===== src/rtl/alu.sv =====
// Registered integer ALU: opcode + two operands in, result and status flags one cycle later.
// Optional feature macro: ALU_ROTATE_EN enables ROL/ROR (opcodes 8/9); without it they decode as invalid.
module alu #(
  parameter int unsigned BUS_WIDTH = 8
) (
  input  logic                 clk,
  input  logic                 reset,
  input  logic                 in_valid,
  input  logic [3:0]           opcode,
  input  logic [BUS_WIDTH-1:0] a,
  input  logic [BUS_WIDTH-1:0] b,
  input  logic                 carry_in,
  output logic                 out_valid,
  output logic [BUS_WIDTH-1:0] y,
  output logic                 carry_out,
  output logic                 borrow,
  output logic                 zero,
  output logic                 parity,
  output logic                 invalid_op
);

  localparam int unsigned EXT_W = BUS_WIDTH + 1;

  localparam logic [3:0] OP_ADD       = 4'd1;
  localparam logic [3:0] OP_ADD_CARRY = 4'd2;
  localparam logic [3:0] OP_SUB       = 4'd3;
  localparam logic [3:0] OP_INC       = 4'd4;
  localparam logic [3:0] OP_DEC       = 4'd5;
  localparam logic [3:0] OP_AND       = 4'd6;
  localparam logic [3:0] OP_NOT       = 4'd7;
  localparam logic [3:0] OP_ROL       = 4'd8;
  localparam logic [3:0] OP_ROR       = 4'd9;

  logic [EXT_W-1:0]     a_ext;
  logic [EXT_W-1:0]     b_ext;
  logic [EXT_W-1:0]     arith_c;
  logic [BUS_WIDTH-1:0] y_c;
  logic                 carry_c;
  logic                 borrow_c;
  logic                 invalid_c;
  logic                 zero_c;
  logic                 parity_c;

  assign a_ext = {1'b0, a};
  assign b_ext = {1'b0, b};

  // Operation decode; arithmetic runs one bit wider so the top bit is the carry/borrow.
  always_comb begin
    arith_c   = '0;
    y_c       = '0;
    carry_c   = 1'b0;
    borrow_c  = 1'b0;
    invalid_c = 1'b0;
    case (opcode)
      OP_ADD: begin
        arith_c = a_ext + b_ext;
        y_c     = arith_c[BUS_WIDTH-1:0];
        carry_c = arith_c[BUS_WIDTH];
      end
      OP_ADD_CARRY: begin
        arith_c = a_ext + b_ext + EXT_W'(carry_in);
        y_c     = arith_c[BUS_WIDTH-1:0];
        carry_c = arith_c[BUS_WIDTH];
      end
      OP_SUB: begin
        arith_c  = a_ext - b_ext;
        y_c      = arith_c[BUS_WIDTH-1:0];
        borrow_c = arith_c[BUS_WIDTH];
      end
      OP_INC: begin
        arith_c = a_ext + EXT_W'(1);
        y_c     = arith_c[BUS_WIDTH-1:0];
        carry_c = arith_c[BUS_WIDTH];
      end
      OP_DEC: begin
        arith_c  = a_ext - EXT_W'(1);
        y_c      = arith_c[BUS_WIDTH-1:0];
        borrow_c = arith_c[BUS_WIDTH];
      end
      OP_AND: y_c = a & b;
      OP_NOT: y_c = ~a;
`ifdef ALU_ROTATE_EN
      OP_ROL: y_c = {a[BUS_WIDTH-2:0], a[BUS_WIDTH-1]};
      OP_ROR: y_c = {a[0], a[BUS_WIDTH-1:1]};
`endif
      default: invalid_c = 1'b1;
    endcase
  end

  assign zero_c   = (y_c == '0);
  assign parity_c = ^y_c;

  // Output stage: reset clears everything, idle cycles hold the last result.
  always_ff @(posedge clk) begin
    if (reset) begin
      out_valid  <= 1'b0;
      y          <= '0;
      carry_out  <= 1'b0;
      borrow     <= 1'b0;
      zero       <= 1'b0;
      parity     <= 1'b0;
      invalid_op <= 1'b0;
    end else if (in_valid) begin
      out_valid  <= 1'b1;
      y          <= y_c;
      carry_out  <= carry_c;
      borrow     <= borrow_c;
      zero       <= zero_c;
      parity     <= parity_c;
      invalid_op <= invalid_c;
    end else begin
      out_valid  <= 1'b0;
    end
  end

endmodule


===== config.mk =====
export PLATFORM = sky130hd
export DESIGN_NAME = alu
export DESIGN_NICKNAME = d
export VERILOG_FILES = /design/src/rtl/alu.sv
export SDC_FILE = /design/constraint.sdc
export NUM_CORES = 1
export LEC_CHECK = 0
export CORE_ASPECT_RATIO = 0.9
export CORE_UTILIZATION = 28
export CTS_BUF_LIST = sky130_fd_sc_hd__clkbuf_8
export CTS_CLUSTER_DIAMETER = 200
export DETAILED_ROUTE_END_ITERATION = 7
export GPL_TIMING_DRIVEN = 0
export HOLD_SLACK_MARGIN = 0.05
export MAX_ROUTING_LAYER = met4
export PLACE_DENSITY = 0.5
export SETUP_SLACK_MARGIN = 0.4
export SLEW_MARGIN = 20
export SYNTH_ARGS = -nofsm -noshare
export SYNTH_HDL_FRONTEND = slang
export SYNTH_SLANG_ARGS = --single-unit

===== constraint.sdc =====
create_clock -name clk -period 8.94 [get_ports clk]
set_clock_uncertainty 0.15 [all_clocks]
set_input_delay 0.894 -clock clk [delete_from_list [all_inputs] [get_ports clk]]
set_output_delay 0.894 -clock clk [all_outputs]
set_load 0.02 [all_outputs]

[Word-level counts from Yosys, hierarchy flattened]
Index checks and enable logic that the tools add are counted.
Storage, ports and cells
  logic and storage cells: 29
  output and inout port bits: 14
  bits in registers: 14
Cells by class
  $add $sub $neg: 5
  bitwise gates (word level): 2
  equal/unequal tests: 7
  reductions and logical operators: 3
  mux-type cells: 5
Operators with widths (count)
  case mux 8 bit (7 select lines): 1
  equality test 4 x 3 -> 1 bit, second input constant: 4
  adder 8 x 1 -> 9 bit, second input constant: 1
  adder 8 x 8 -> 9 bit: 1
  adder 9 x 1 -> 9 bit: 1
  subtractor 8 x 1 -> 9 bit, second input constant: 1
  subtractor 8 x 8 -> 9 bit: 1
  AND 8 bit: 1
  equality test 4 x 2 -> 1 bit, second input constant: 2
  zero test 8 bit: 1
  inverter 8 bit: 1
  parity 8 bit: 1
  OR reduction 7 bit: 1
  equality test 4 x 1 -> 1 bit, second input constant: 1
  case mux 1 bit (3 select lines): 1
  2-to-1 mux 1 bit: 2
  case mux 1 bit (2 select lines): 1

[Longest topological paths before layout]
Gate-level depths: netlist of run 1.
  depth in word-level cells: 4
  gate-level depth with buffers: 16
  gate-level depth less buffers: 16

[Worst setup path after synthesis of run 1]
Ideal clock, no wire load.
  path type: input to register
  from: in a[0]
  to: reg parity
  arrival: 3622 ps
  path slack: 5083 ps
  stages: 15
  cells stage by stage: inv_1 ha_1 inv_1 fa_1 a21o_2 a21oi_1 o21bai_1 a21o_1 xor2_1 a2111oi_0 and2_1 ha_1 xnor2_1 xnor2_1 a211oi_1
On the way
  longest elaborated chain between the ends: 4
  elaborated cells on any way between the ends: 9
Ends and longest elaborated chain
  start: declaration: RTL line 10  | input logic [BUS_WIDTH-1:0] a,
  adder 8 x 8 -> 9 bit: RTL line 56, 61
  adder 9 x 1 -> 9 bit: RTL line 61  | arith_c = a_ext + b_ext + EXT_W'(carry_in);
  case mux 8 bit (7 select lines) (*): RTL line 54  | case (opcode)
  parity 8 bit (*): RTL line 91  | assign parity_c = ^y_c;
  end signal: assignment: RTL line 109  | parity <= parity_c;
  end: declaration: RTL line 18  | output logic parity,
Every way passes the cells marked *; elsewhere a longest branch is shown, timed or not.
A chain may end at the register's enable or synchronous reset.

[Final worst setup path of run 1]
Same ends and word-level chain as after synthesis.

==> implementation parameters, run 1 <==
Parameter                              Value

Place
  Dpl cells    ~440
  Post-DP Area    ~2700 um2
  Number of buffer cells added on primary ports    37
  Worst setup slack after placement    around 3.9 ns
  Routability Congestion    0.926
  Post-DP HPWL    about 5400 um

Route
  Vias per inst    ~5.2
  Detailed-route via count    2,303
  Count of TritonRoute iterations in the first routing pass    4
  Initial detailed-routing violation count    between 150 and 200
  Residual DRC    0
  Wire length reported by the detailed router    around 6500 um
  Avg WL per Cell    between 10 and 15 um
  Antenna Violating Nets Remaining    0

Logic synthesis
  Area share of xor/xnor cells in the synthesized design    7.03%
  Most numerous cell in the Yosys netlist    nor2_1
  Post-Syn Instances    slightly above 300
  Netlist cell types    66
  Mux cell area share after synthesis    under 10%
  Compound-cell area share of the yosys netlist    26.1%
  Top post-synthesis cells by count    nor2_1 (39), ha_1 (24), nand2_1 (20)
  Share of async-settable or async-resettable flops after synthesis    0%
  Area share of fa/ha/maj cells after synthesis    roughly 15%
  Number of flops mapped to enable cells by yosys    0
  Main combinational cell family by area after synthesis    simple AND/OR/NAND/NOR gates
  Post-Syn Area per Cell    ~7.3 um2
  Seq cells post-synth    14
  Proportion of synthesized chip area in sequential cells    12.6%
  YS warnings    0
  Largest area contributor in the synthesized netlist    ha_1
  Synthesized-area fraction occupied by and/or/nand/nor cells    between 20 and 30%
  Yosys top cell area share    a little over an eighth
  Syn Nets    354
  Synth Cell Area    2230 um2
  Cell types with the largest area share after synthesis    ha_1 (13%), dfxtp_1 (13%), nor2_1 (6.6%)
  Primary flip-flop cell chosen by synthesis mapping    dfxtp_1

STA
  Number of setup violations in the final report    0
  Remaining max-slew budget at the tightest pin    49.8%
  Maximum clock rate    208 MHz
  RSZ-0062 raised after global routing    false
  Final worst path period share    a little over half
  Total negative slack    0 ns
  Tmin final    4.80 ns
  Hold Vio Cnt, Final    0
  Final-report max-slew violation count    0
  Slew at the pin closest to its max-slew limit    0.747 ns
  Post-route setup slack    around 4.1 ns

Clocking
  CTS H-Tree Depth    1
  CTS tree    built
  Setup fix buffers added after clock tree synthesis    0
  Maximum number of buffers from clock root to sink    2
  Cell chosen for the clock root    clkbuf_8
  Clock network latency to the later pin of the worst-skew pair    roughly 0.24 ns
  CTS sink cnt    14
  CTS clock-pin slew for the worst setup and hold paths    ~0.06 ns
  CTS Hold Buffers Added    0
  Number of buffers created by CTS    3
  Number of cells upsized or downsized after cts    0

Layout
  Final design area excluding fillers    2770 um2
  Diode insertion count for antenna repair    0
  Layout cell share with drive strength beyond 1    around 5.8%
  Area overhead of the layout relative to synthesis    24.5%
  Final net count    396
  Number of non-filler instances in the completed layout    roughly 440

Critical path
  Kind of launch point of the worst setup path    input pin
  Type of the worst setup path    input pin to register
  Worst setup path start    a[0]
  Worst Path Max Fanout    8
  Data arrival time of the critical path    approximately 4.8 ns
  Data required time of the critical path    8.94 ns
  Source of the worst register-to-register timing path    carry_out$_SDFFE_PP0P_
  CP endpoint kind    register

Floorplanning
  Area of the die    a little over 8000 um2
  Core Region    7620 um2
  Number of rows in the core area    30
  # IOs    38
  Die Ht    about 87 um
  Starting utilization of the core area    between 20% and 30%
  Die Width    ~96 um

GRT
  Initial antenna violation count    0
  All-layer global routing usage    17.3%
  Number of global-route vias before repair    roughly 2,200
  Maximum number of pins on one net before global-route repair    11
  GR met3 Demand/Resource    0.614%
  Wire length of the first global-routing pass    11,000 um
  Peak-usage layer in the global routing report    met2
  Overflow left after global routing    0
  Met1 layer usage reported by global route    between 20 and 25%
  Fraction of met2 tracks used by global routing    between 20% and 30%

Job
  Number of max-cap violations    0

Hold path
  Class of the tightest hold or removal check    register to register
  Origin of the worst min-delay path    y[5]$_SDFFE_PP0P_

Power and ir drop
  Static Leak    approximately 1.1 nW
  Pwr dens    between 100 and 150 nW/um2
  Maximum vdd drop    35.1 uV

Run status
  Outcome    finished clean
metal layers:
layer / vias up / share of wire (%)
met1: 1031 / 50
met5: - / 0
li1: 1194 / -
met4: 0 / 0.99
met2: 71 / 44
met3: 7 / 5.5
registers in the layout, indices dropped and copies added, names as in the netlist:
signal	flops
parity	1
carry_out	1
out_valid	1
y	8
zero	1
borrow	1
invalid_op	1
final timing paths:
path	endpoint	slack (ns)	depth (start not counted)
setup / recovery	parity$_SDFFE_PP0P_	4.14	16
hold reg to reg	y[5]$_SDFFE_PP0P_	0.33	2
setup reg to reg	carry_out$_SDFFE_PP0P_	7.86	4
hold / removal	y[5]$_SDFFE_PP0P_	0.33	2
critical path, stage by stage:
cell and delay [ns]:
clkdlybuf4s50_1 0.53, inv_1 0.17, ha_1 0.21, inv_1 0.06, fa_1 0.38, a21o_2 0.21, a21oi_1 0.23, o21bai_1 0.10
a21o_1 0.21, xor2_1 0.16, a2111oi_0 0.65, and2_1 0.23, ha_1 0.25, xnor2_1 0.20, xnor2_1 0.08, a211oi_1 0.24
cells in the final DEF (no fill, tap or decap), drive strengths merged, types with 6 or more instances in the layout:
cell type and count:
nor2 39, clkdlybuf4s50 37, ha 24, nand2 20
inv 19, nor3 17, clkbuf 17, a21oi 16
dfxtp 14, a211oi 14, xnor2 12, o21ai 9
nor2b 9, mux2i 6, nand2b 6
final cells by class:
type | instances | area [um2]
inverter | 19 | 71.3
tap | 96 | 120
fill | 859 | 4850
multi-input combinational | 255 | 1810
sequential | 14 | 280
clock buffer | 4 | 55.1
buffer | 16 | 68.8
timing repair buffer | 37 | 370
power by group:
part	leakage [nW]	internal [W]	switching, W	total [W]
registers	0.115	0.0000672	0.00000219	0.0000694
clock network	0.0288	0.0000390	0.0000218	0.0000608
logic	0.925	0.0000678	0.0000834	0.000151
metrics by stage:
stage	total power (W)	util [%]	hold slack, ns
2_1_floorplan	0.000173	-	0.400
3_3_place_gp	0.000221	35.6	0.323
3_5_place_dp	0.000222	35.6	0.330
4_1_cts	0.000283	36.4	0.338
5_1_grt	0.000303	36.4	0.378
6_report	0.000281	36.4	0.335
kinds of logic after synthesis:
family	after synthesis
and+or+nand+nor	124
AOI/OAI and AO/OA	80
buffers and inverters	35
adders and majority gates	26
xor gates and xnor gates	17
DFF	14
muxes	8
Power figures use the tool's default switching activity.
==> run 2: changes to the inputs <==
--- a/config.mk
+++ b/config.mk
@@ -13,7 +13,7 @@
 export GPL_TIMING_DRIVEN = 0
 export HOLD_SLACK_MARGIN = 0.05
 export MAX_ROUTING_LAYER = met4
-export PLACE_DENSITY = 0.5
+export PLACE_DENSITY = 0.51
 export SETUP_SLACK_MARGIN = 0.4
 export SLEW_MARGIN = 20
 export SYNTH_ARGS = -nofsm -noshare
==> constraint.sdc (replaced) <==
create_clock -name clk -period 4.3 [get_ports clk]
set_clock_uncertainty 0.15 [all_clocks]
set_input_delay 0.43 -clock clk [delete_from_list [all_inputs] [get_ports clk]]
set_output_delay 0.43 -clock clk [all_outputs]
set_load 0.02 [all_outputs]
==> implementation parameters, run 2 (synthesis gave the netlist of run 1 again) <==
Parameter                              Value

Run status
  Outcome    finished clean (unchanged)

Route
  Vias per inst    5.29 (was 5.22)
  Initial detailed-routing violation count    235 (was 174)
  Residual DRC    0 (unchanged)
  Avg WL per Cell    15.0 um (was 14.8 um)
  Detailed-route via count    2,344 (was 2,303)
  Wire length reported by the detailed router    6660 um (was 6540 um)
  Count of TritonRoute iterations in the first routing pass    4 (unchanged)
  Antenna Violating Nets Remaining    0 (unchanged)

Power and ir drop
  Total power consumption of the routed design    0.000597 W (was 0.000281 W)
  Pwr dens    210 nW/um2 (was 102 nW/um2)
  Maximum vdd drop    76.2 uV (was 35.1 uV)
  Static Leak    1.12 nW (was 1.07 nW)

Clocking
  CTS tree    built (unchanged)
  Cell chosen for the clock root    clkbuf_8 (unchanged)
  Number of buffers created by CTS    3 (unchanged)
  Maximum number of buffers from clock root to sink    2 (unchanged)
  CTS H-Tree Depth    1 (unchanged)
  CTS clock-pin slew for the worst setup and hold paths    0.05 ns (was 0.06 ns)
  CTS sink cnt    14 (unchanged)
  Clock network latency to the later pin of the worst-skew pair    0.24 ns (about the same)

GRT
  Wire length of the first global-routing pass    11,000 um (about the same)
  Overflow left after global routing    0 (unchanged)
  Initial antenna violation count    0 (unchanged)
  All-layer global routing usage    17.2% (was 17.3%)
  Number of global-route vias before repair    2,216 (was 2,154)
  Maximum number of pins on one net before global-route repair    11 (unchanged)

STA
  Final-report max-slew violation count    0 (unchanged)
  Maximum clock rate    268 MHz
  Number of setup violations in the final report    0 (unchanged)
  Total negative slack    0 ns (unchanged)
  Remaining max-slew budget at the tightest pin    50.0% (was 49.8%)
  Hold Vio Cnt, Final    0 (unchanged)
  Final worst path period share    between 80% and 90%
  Slew at the pin closest to its max-slew limit    0.744 ns (was 0.747 ns)
  Tmin final    3.73 ns
  RSZ-0062 raised after global routing    false (unchanged)

Critical path
  Chain of cells forming the critical path    clkdlybuf4s50_1 -> ha_1 -> inv_1 -> fa_1 -> a21o_2 -> a21oi_2 -> o21bai_1 -> a21o_1 -> xor2_1 -> a2111oi_4 -> and2_1 -> ha_1 -> xnor2_1 -> xnor2_1 -> a211oi_1 (was clkdlybuf4s50_1 -> inv_1 -> ha_1 -> inv_1 -> fa_1 -> a21o_2 -> a21oi_1 -> o21bai_1 -> a21o_1 -> xor2_1 -> a2111oi_0 -> and2_1 -> ha_1 -> xnor2_1 -> xnor2_1 -> a211oi_1)
  Worst setup path start    b[0] (was a[0])
  Cell at the slowest stage of the critical path    clkdlybuf4s50_1 (was a2111oi_0)
  Delay of the slowest cell on the worst path    0.49 ns (was 0.65 ns)
  Data arrival time of the critical path    3.74 ns (was 4.80 ns)
  CP endpoint kind    register (unchanged)
  Worst Path Max Fanout    2 (was 8)
  Data required time of the critical path    4.30 ns (was 8.94 ns)
  Kind of launch point of the worst setup path    input pin (unchanged)
  Source of the worst register-to-register timing path    carry_out$_SDFFE_PP0P_ (unchanged)
  Type of the worst setup path    input pin to register (unchanged)

Floorplanning
  Number of rows in the core area    30 (unchanged)
  Area of the die    8310 um2 (unchanged)
  Die Ht    86.6 um (unchanged)
  Die Width    96.0 um (unchanged)
  Core Region    7620 um2 (unchanged)
  Starting utilization of the core area    29.2% (unchanged)
  # IOs    38 (unchanged)

Layout
  Final net count    398 (was 396)
  Diode insertion count for antenna repair    0 (unchanged)
  Layout cell share with drive strength beyond 1    9.22% (was 5.80%)
  Most common library cell in the layout ignoring fill and taps    nor2_1 (unchanged)
  Final cell utilization of the core    37.4% (was 36.4%)
  Reg with most FFs    y (unchanged)
  Area overhead of the layout relative to synthesis    28.0% (was 24.5%)
  Leading cell types in the layout, fill and taps excluded    nor2_1 (39), clkdlybuf4s50_1 (30), ha_1 (23) (was nor2_1 (39), clkdlybuf4s50_1 (37), ha_1 (24))
  Number of flip-flops in the largest register    8 (unchanged)
  Layout fillers    843 (was 859)

Place
  Number of buffer cells added on primary ports    37 (unchanged)
  Post-DP HPWL    5500 um (was 5400 um)
  Routability Congestion    0.905 (was 0.926)

Hold path
  Class of the tightest hold or removal check    register to register (unchanged)
  Origin of the worst min-delay path    y[2]$_SDFFE_PP0P_ (was y[5]$_SDFFE_PP0P_)

Job
  Number of max-cap violations    0 (unchanged)
[run 2: cell count changes in the layout (fill, tap and decap cells not counted), moves of 2 or more]
cell / delta
nor4_1: -2
dlygate4sd2_1: +5
dlymetal6s2s_1: +2
buf_4: +2
nor4_2: +2
clkdlybuf4s50_1: -7
[run 2: final cells by class]
class                   instances  area [um2]  area share (%)
clock buffers                   4        55.1            1.93
inverters                      19        71.3            2.50
well taps                      96         120            4.21
flip-flops and latches         14         280            9.83
multi-input cells             255        1870            65.6
repair buffers                 39         384            13.5
plain buffers                  16        70.1            2.46
[run 2: timing repair]
item / CTS / global route
hold buffers: 0 / 0
pin swaps: 2 / 2
buffers inserted: 1 / 1
resized for setup: 12 / 8
endpoints found under the setup margin: 2 / 1
[run 2: final timing paths]
check | to | cells past startpoint | slack [ns]
max | parity$_SDFFE_PP0P_ | 15 | 0.57
min | y[2]$_SDFFE_PP0P_ | 2 | 0.33
max reg2reg | carry_out$_SDFFE_PP0P_ | 4 | 3.21
min reg2reg | y[2]$_SDFFE_PP0P_ | 2 | 0.33
[run 2: worst max-delay path, delay by kind of cell]
| family | cells | cell delay, ns |
|---|---|---|
| fa+ha+maj | 3 | 0.84 |
| simple gates | 1 | 0.19 |
| buf+inv | 2 | 0.56 |
| compound gates | 6 | 1.27 |
| xor+xnor | 3 | 0.45 |
[run 2: metal layers]
| layer | vias up | part of all wire (%) | GRT usage, % |
|---|---|---|---|
| li1 | 1185 | - | - |
| met1 | 1076 | 46 | 23.4 |
| met2 | 79 | 46 | 27.8 |
| met3 | 4 | 7.4 | 1.67 |
| met4 | 0 | 0.84 | 3.12 |
| met5 | - | 0 | - |
[run 2: stage by stage]
step	worst slack (ns)	instances	hold WS [ns]	instance area, um2
after floorplan	0.907	304	0.352	2230
after global placement	-0.279	437	0.323	2720
after detailed placement	-0.291	437	0.328	2720
after CTS	0.421	442	0.336	2800
after global routing	0.417	443	0.349	2850
final	0.567	443	0.332	2850
[run 2: report_power, final]
group | switching, W | internal [W]
clock network | 0.0000435 | 0.0000809
registers | 0.00000441 | 0.000140
logic | 0.000181 | 0.000148
total | 0.000229 | 0.000369
